### src/rtl/dram_responder.sv
// Memory-side responder: turns one 32-bit word request into two 16-bit
// strobed accesses on an asynchronous SRAM-style bus, then pulses completion.
module dram_responder #(
  parameter int unsigned WAIT_STATES = 2
) (
  input  logic        clk,
  input  logic        rst,
  input  logic [23:0] req_addr,
  input  logic [31:0] req_wdata,
  input  logic        req_read,
  input  logic        req_write,
  output logic [31:0] rd_data,
  output logic        data_valid,
  output logic        write_complete,
  output logic        busy,
  output logic [24:0] mem_addr,
  output logic [15:0] mem_wdata,
  output logic        mem_dq_oe,
  input  logic [15:0] mem_rdata,
  output logic        mem_cs_n,
  output logic        mem_oe_n,
  output logic        mem_we_n
);

  typedef enum logic [2:0] {
    IDLE, HI_STROBE, HI_RECOVER, LO_STROBE, LO_RECOVER, DONE, RELEASE
  } state_t;

  localparam logic [3:0] WS_INIT = 4'(WAIT_STATES);

  state_t      state_q, state_d;
  logic        op_q, op_d;  // 1 = write
  logic [3:0]  cnt_q, cnt_d;
  logic [15:0] wdata_lo_q, wdata_lo_d;
  logic [24:0] mem_addr_q, mem_addr_d;
  logic [15:0] mem_wdata_q, mem_wdata_d;
  logic        mem_dq_oe_q, mem_dq_oe_d;
  logic        mem_cs_n_q, mem_cs_n_d;
  logic        mem_oe_n_q, mem_oe_n_d;
  logic        mem_we_n_q, mem_we_n_d;
  logic [31:0] rd_data_q, rd_data_d;
  logic        data_valid_q, data_valid_d;
  logic        write_complete_q, write_complete_d;
  logic        busy_q, busy_d;

  always_comb begin
    state_d          = state_q;
    op_d             = op_q;
    cnt_d            = cnt_q;
    wdata_lo_d       = wdata_lo_q;
    mem_addr_d       = mem_addr_q;
    mem_wdata_d      = mem_wdata_q;
    mem_dq_oe_d      = mem_dq_oe_q;
    mem_cs_n_d       = mem_cs_n_q;
    mem_oe_n_d       = mem_oe_n_q;
    mem_we_n_d       = mem_we_n_q;
    rd_data_d        = rd_data_q;
    data_valid_d     = 1'b0;
    write_complete_d = 1'b0;

    case (state_q)
      IDLE: begin
        // Write wins a tie; a pending read is picked up after RELEASE.
        if (req_write || req_read) begin
          op_d       = req_write;
          mem_addr_d = {req_addr, 1'b0};
          mem_cs_n_d = 1'b0;
          cnt_d      = WS_INIT;
          state_d    = HI_STROBE;
          if (req_write) begin
            mem_we_n_d  = 1'b0;
            mem_dq_oe_d = 1'b1;
            mem_wdata_d = req_wdata[31:16];
            wdata_lo_d  = req_wdata[15:0];
          end else begin
            mem_oe_n_d  = 1'b0;
          end
        end
      end
      HI_STROBE: begin
        if (cnt_q == 4'd0) begin
          mem_oe_n_d = 1'b1;
          mem_we_n_d = 1'b1;
          if (!op_q) rd_data_d[31:16] = mem_rdata;
          state_d    = HI_RECOVER;
        end else begin
          cnt_d = cnt_q - 4'd1;
        end
      end
      HI_RECOVER: begin
        mem_addr_d[0] = 1'b1;
        cnt_d         = WS_INIT;
        state_d       = LO_STROBE;
        if (op_q) begin
          mem_we_n_d  = 1'b0;
          mem_wdata_d = wdata_lo_q;
        end else begin
          mem_oe_n_d  = 1'b0;
        end
      end
      LO_STROBE: begin
        if (cnt_q == 4'd0) begin
          mem_oe_n_d = 1'b1;
          mem_we_n_d = 1'b1;
          if (!op_q) rd_data_d[15:0] = mem_rdata;
          state_d    = LO_RECOVER;
        end else begin
          cnt_d = cnt_q - 4'd1;
        end
      end
      LO_RECOVER: begin
        mem_cs_n_d       = 1'b1;
        mem_dq_oe_d      = 1'b0;
        data_valid_d     = !op_q;
        write_complete_d = op_q;
        state_d          = DONE;
      end
      DONE: state_d = RELEASE;
      RELEASE: begin
        // Hold off until the initiator drops the request we just completed.
        if (op_q ? !req_write : !req_read) state_d = IDLE;
      end
      default: state_d = IDLE;
    endcase

    busy_d = (state_d != IDLE);
  end

  always_ff @(posedge clk) begin
    if (rst) begin
      state_q          <= IDLE;
      op_q             <= 1'b0;
      cnt_q            <= 4'd0;
      wdata_lo_q       <= 16'd0;
      mem_addr_q       <= 25'd0;
      mem_wdata_q      <= 16'd0;
      mem_dq_oe_q      <= 1'b0;
      mem_cs_n_q       <= 1'b1;
      mem_oe_n_q       <= 1'b1;
      mem_we_n_q       <= 1'b1;
      rd_data_q        <= 32'd0;
      data_valid_q     <= 1'b0;
      write_complete_q <= 1'b0;
      busy_q           <= 1'b0;
    end else begin
      state_q          <= state_d;
      op_q             <= op_d;
      cnt_q            <= cnt_d;
      wdata_lo_q       <= wdata_lo_d;
      mem_addr_q       <= mem_addr_d;
      mem_wdata_q      <= mem_wdata_d;
      mem_dq_oe_q      <= mem_dq_oe_d;
      mem_cs_n_q       <= mem_cs_n_d;
      mem_oe_n_q       <= mem_oe_n_d;
      mem_we_n_q       <= mem_we_n_d;
      rd_data_q        <= rd_data_d;
      data_valid_q     <= data_valid_d;
      write_complete_q <= write_complete_d;
      busy_q           <= busy_d;
    end
  end

  assign rd_data        = rd_data_q;
  assign data_valid     = data_valid_q;
  assign write_complete = write_complete_q;
  assign busy           = busy_q;
  assign mem_addr       = mem_addr_q;
  assign mem_wdata      = mem_wdata_q;
  assign mem_dq_oe      = mem_dq_oe_q;
  assign mem_cs_n       = mem_cs_n_q;
  assign mem_oe_n       = mem_oe_n_q;
  assign mem_we_n       = mem_we_n_q;

endmodule

### config.mk
export PLATFORM = sky130hd
export DESIGN_NAME = dram_responder
export DESIGN_NICKNAME = d
export VERILOG_FILES = /design/src/rtl/dram_responder.sv
export SDC_FILE = /design/constraint.sdc
export NUM_CORES = 1
export LEC_CHECK = 0
export CELL_PAD_IN_SITES_DETAIL_PLACEMENT = 1
export CELL_PAD_IN_SITES_GLOBAL_PLACEMENT = 1
export CORE_ASPECT_RATIO = 1.4
export CORE_MARGIN = 10
export CORE_UTILIZATION = 34
export CTS_BUF_LIST = sky130_fd_sc_hd__clkbuf_16
export DETAILED_ROUTE_END_ITERATION = 7
export PLACE_DENSITY = 0.8
export SKIP_LAST_GASP = 1
export SLEW_MARGIN = 20
export SYNTH_ARGS = -nofsm -noshare
export SYNTH_HDL_FRONTEND = slang
export SYNTH_SLANG_ARGS = --single-unit
export TNS_END_PERCENT = 10
### constraint.sdc
create_clock -name clk -period 4.9 [get_ports clk]
set_input_delay 0.98 -clock clk [delete_from_list [all_inputs] [get_ports clk]]
set_output_delay 0.98 -clock clk [all_outputs]
set_load 0.02 [all_outputs]
* After elaboration in Yosys (flattened, before gate mapping) *
Index checks and enable logic that the tools add are counted.

storage, ports and cells
  output and inout bits = 80
  word-level logic and storage cells = 84
  input bits = 76
  register bits after elaboration = 104

operators by class
  multiplexer cells = 29
  add/sub/neg operators = 1
  bitwise logic cells = 2
  reduce and logical (&&, ||, !) cells = 23
  equal/unequal tests = 13

operator list
  cell                                               count
  two-way mux 16 bit                                 3
  one-hot mux 16 bit (2 select lines)                1
  one-hot mux 3 bit (7 select lines)                 1
  AND reduction 3 bit                                5
  two-way mux 1 bit                                  12
  two-way mux 3 bit                                  4
  inequality test 2 bit (second input constant)      6
  one-hot mux 4 bit (3 select lines)                 1
  AND reduction 5 bit                                2
  == test 3 bit (second input constant)              3
  two-way mux 4 bit                                  2
  == test 3 x 2 -> 1 bit (second input constant)     2
  one-hot mux 1 bit (2 select lines)                 3
  one-hot mux 1 bit (3 select lines)                 2
  AND reduction 2 bit                                3
  nonzero test 3 bit                                 2
  zero test 4 bit                                    1
  AND reduction 4 bit                                1
  nonzero test 2 bit                                 2
  OR reduction 2 bit                                 2
  subtractor 4 x 1 -> 4 bit (second input constant)  1
  == test 3 x 1 -> 1 bit (second input constant)     1
  zero test 1 bit                                    3
  zero test 3 bit                                    1
  other kinds (3)                                    4

* Logic depth before layout (Yosys ltp) *
  word-level depth = 5
  gate-level depth with buffers = 8
  gate-level depth less buffers = 6

* Worst setup path after synthesis *
OpenSTA, ideal clock, no wires.

  path kind = input to register
  from = input port req_write
  to = register busy_q (netlist: busy)
  buffers on the path = 1
  stages = 5
  library setup time = 0.127 ns
  data arrival time = 2.022 ns
  required time = 4.773 ns
  slack = 2.752 ns
  cell sequence = clkbuf_1 > mux2_2 > a21boi_1 > o32ai_1 > or3_1

between the ends
  cells in the longest elaborated chain, start to end = 5
  elaborated cells on any way between the ends = 7
  those cells by class = mux (4); reduce/logical (3)

ends and longest elaborated chain
  item                                    RTL line  text
  from (decl)                             11        input logic req_write,
  zero test 1 bit                         121       if (op_q ? !req_write : !req_read) state_d = IDLE;
  two-way mux 1 bit                       121
  two-way mux 3 bit                       121
  one-hot mux 3 bit (7 select lines) (*)  61        case (state_q)
  nonzero test 3 bit (*)                  126       busy_d = (state_d != IDLE);
  to (signal assigned)                    159       busy_q <= busy_d;
  to (decl)                               44        logic busy_q, busy_d;

Every way passes the cells marked *; elsewhere a longest branch is shown, timed or not.
A chain may end at the register's enable or synchronous reset.

* Final worst setup path *
  from = input port req_write
  to = register mem_wdata_q[9] (netlist: mem_wdata[9])

between the ends
  cells in the longest elaborated chain, start to end = 3
  elaborated cells on any way between the ends = 4
  those cells by class = eq/ne (2); reduce/logical (2)

ends and longest elaborated chain
  item                               RTL line  text
  logical OR 1 bit                   64        if (req_write || req_read) begin
  inequality test 2 bit (no line)    --
  AND reduction 4 bit (no line) (*)  --
  to (signal assigned)               151       mem_wdata_q <= mem_wdata_d;
  to (decl)                          36        logic [15:0] mem_wdata_q, mem_wdata_d;

Marks and branches as above.

==> summary.txt <==
Status
  – Status: completed

Logic synthesis
  – Avg Synthesized Cell Area: 9.26 um^2
  – Number of flops mapped to enable cells by yosys: 0
  – Sequential area share after synthesis: 51.0%
  – Gate Count Post-Synth: 441
  – Ys async rst share: 0%
  – Main synth FF type: dfxtp_1
  – Yosys warns: 0
  – Post-synth cell types: 42
  – Syn_nets: 519
  – Synthesized cell area: 0.00408 mm^2
  – Flip-flop and latch count after synthesis: 104

Timing
  – Worst slew margin: 51.6%
  – Setup-failing EPs final: 0
  – Worst slew pin tran: around 730 ps
  – Max frequency: 371 MHz
  – Fin Hold WS: 452 ps
  – Max-slew violations: 0
  – Clock Skews: 4.61 ps
  – Period utilization: 55.0%
  – RSZ-0062 raised after global routing: false
  – Fin crit period: between 2000 and 3000 ps
  – Final hold vios: 0
  – TNS Setup: 0 ps

Clocking
  – Post_cts resized: 0
  – CTS root buf: clkbuf_16
  – Cts bufs inserted: 9
  – CTS tree: yes
  – Worst-case clock buffer depth: 2
  – Clk_lat worst skew: ~340 ps
  – Post-CTS Setup Bufs: 0
  – H-tree depth: 3
  – Clock sinks: ~100
  – Clock Pin Slew Worst Setup and Hold Paths: 70 ps
  – Post-CTS Hold Buffers: 0

Global route
  – Grt ovf: 0
  – Antenna violations before repair: 0
  – Tot GR Track Use: 15.6%
  – Vias in the first global route: 3962
  – Largest net degree at the start of global routing: 53
  – First-pass GRT wire length: 21300 um

Die
  – Full die area: approximately 0.017 mm^2
  – Starting Density: 34.5%
  – # rows: 47
  – Io pins: 156
  – Die Y-Extent: 150 um
  – Core ar.: between 0.01 and 0.015 mm^2
  – Die Wd: 113 um

Setup path
  – Startpoint types: input pin
  – Ordered cell list for the critical path: clkdlybuf4s50_1, mux2i_1, nor3_4, buf_8, nor2_1, a211oi_2
  – Critical path buffer and inverter count: 2
  – Worst Setup End Kind: flip-flop
  – Crit Path Max Fanout: 20
  – Largest stage delay, worst path: between 700 and 800 ps
  – CP top delay family: buffers and inverters
  – Crit path max-delay cell type: clkdlybuf4s50_1
  – Crit path DAT: 2950 ps
  – Critical Path RT: 5160 ps
  – Critical path class: input pin to flip-flop

Routing
  – Initial DRT Pass Iterations: 4
  – Detail Route Antenna Nets: 0
  – Detailed Route WL: 13400 um
  – DR vias/cell: 4.92
  – Residual DRC: 0
  – Vias: 3592
  – WL per Instance: 18.3 um
  – Initial DRC count: 87

Placement
  – Final GP Congestion: 0.794
  – Port bufs: 155
  – Area of placed instances: between 0.005 and 0.006 mm^2
  – Cells after DPL: just over 700
  – DPL Wire Length: between 10000 and 15000 um

Pwr
  – Pleak: 2.25 nW
  – Peak supply drop: 0.266 mV
  – PD cells: ~560 mW/mm^2

Layout
  – Most common cell after layout, fill and taps aside: clkdlybuf4s50_1
  – Utilization after layout: 50.7%
  – Commonest cells after routing, fill and taps aside: clkdlybuf4s50_1 (154), dfxtp_1 (104), nand2_1 (84)
  – Area Growth Syn to Fin: 46.8%
  – Share of layout cells above drive strength 1: 6.86%
  – Finished layout cell area: 0.00599 mm^2
  – N_diodes: 0
  – Filler cell count: 1354
  – Layout Cells excl Fill: 730
  – # nets final: 656

Flow run
  – Max-Cap Viols: 0

Worst hold path
  – Hold WC Path Type: flip-flop to flip-flop
[path summary, 6_finish.rpt]
path / endpoint / slack (ps) / cells after the start / start
hold / removal: mem_addr[2] / 450 / 2 / mem_addr[2]
setup / recovery: mem_wdata[9] / 2210 / 6 / req_write
hold reg to reg: mem_addr[2] / 450 / 2 / mem_addr[2]
setup reg to reg: wdata_lo_q[9] / 2790 / 4 / state_q[2]
[flip-flops by register name, summed over array words and instances (netlist names)]
signal / count
rd_data: 32
mem_addr: 25
mem_wdata: 16
wdata_lo_q: 16
cnt_q: 4
state_q: 3
busy: 1
data_valid: 1
mem_cs_n: 1
mem_dq_oe: 1
mem_oe_n: 1
mem_we_n: 1
op_q: 1
write_complete: 1
[report_power, final]
part / switching, W / internal (W)
sequential: 0.000167 / 0.00106
clock: 0.000307 / 0.000391
combinational: 0.000796 / 0.000662
[cell type report]
type,count,area (um^2),area share (%)
clock buffer,9,225,3.76
clock inverter,7,62.6,1.04
inverter,4,15.0,0.250
multi-input combinational,299,1830,30.6
sequential,104,2080,34.7
tap,147,184,3.07
timing repair buffer,160,1590,26.6
[cell usage after synthesis, types with 2 or more instances]
cell type	n	share of area [%]
xnor2_1	3	0.64
nand2_1	84	7.7
mux2i_1	49	12
a31oi_1	2	0.31
dfxtp_1	104	51
buf_2	11	1.3
nor3_1	3	0.37
a211oi_1	9	1.7
ha_1	2	0.61
a211oi_2	8	2.5
buf_6	2	0.55
nand3b_1	2	0.37
buf_4	3	0.55
nor2b_1	4	0.61
a21oi_1	44	5.4
nand3_1	2	0.25
o31ai_1	2	0.37
nor3_2	3	0.74
clkbuf_1	17	1.6
or3_1	2	0.31
nor3b_1	3	0.55
inv_1	4	0.37
o21ai_1	2	0.25
nor2_1	58	5.3
[cells by family after synthesis]
kind of cell | count (synthesis) | synth area share [%]
and+or+nand+nor | 170 | 18.8
DFF | 104 | 51.0
AOI/OAI and AO/OA | 74 | 11.7
muxes | 50 | 12.3
buffers and inverters | 38 | 4.87
xor gates and xnor gates | 3 | 0.644
adders and majority gates | 2 | 0.613
[metrics by stage]
stage	setup WS, ps	power [W]
after floorplan	2750	0.00214
after global placement	1700	0.00265
final	2210	0.00338
after detailed placement	1690	0.00272
after CTS	2030	0.00343
after global routing	2010	0.00361
[tightest hold or removal path, delay by kind of cell (launching register included)]
kind               cells  cell delay, ps
and+or+nand+nor        1              50
AOI/OAI and AO/OA      1              50
DFF                    1             310
[routing by layer]
metal | share of wire (%) | GRT usage, % | up-vias
met3 | 8.7 | 6.37 | 17
met2 | 49 | 26.8 | 140
met5 | 0 | 0 | -
li1 | - | - | 1760
met1 | 41 | 17.1 | 1675
met4 | 1.6 | 5.09 | 0
(Power assumes the default switching activity.)
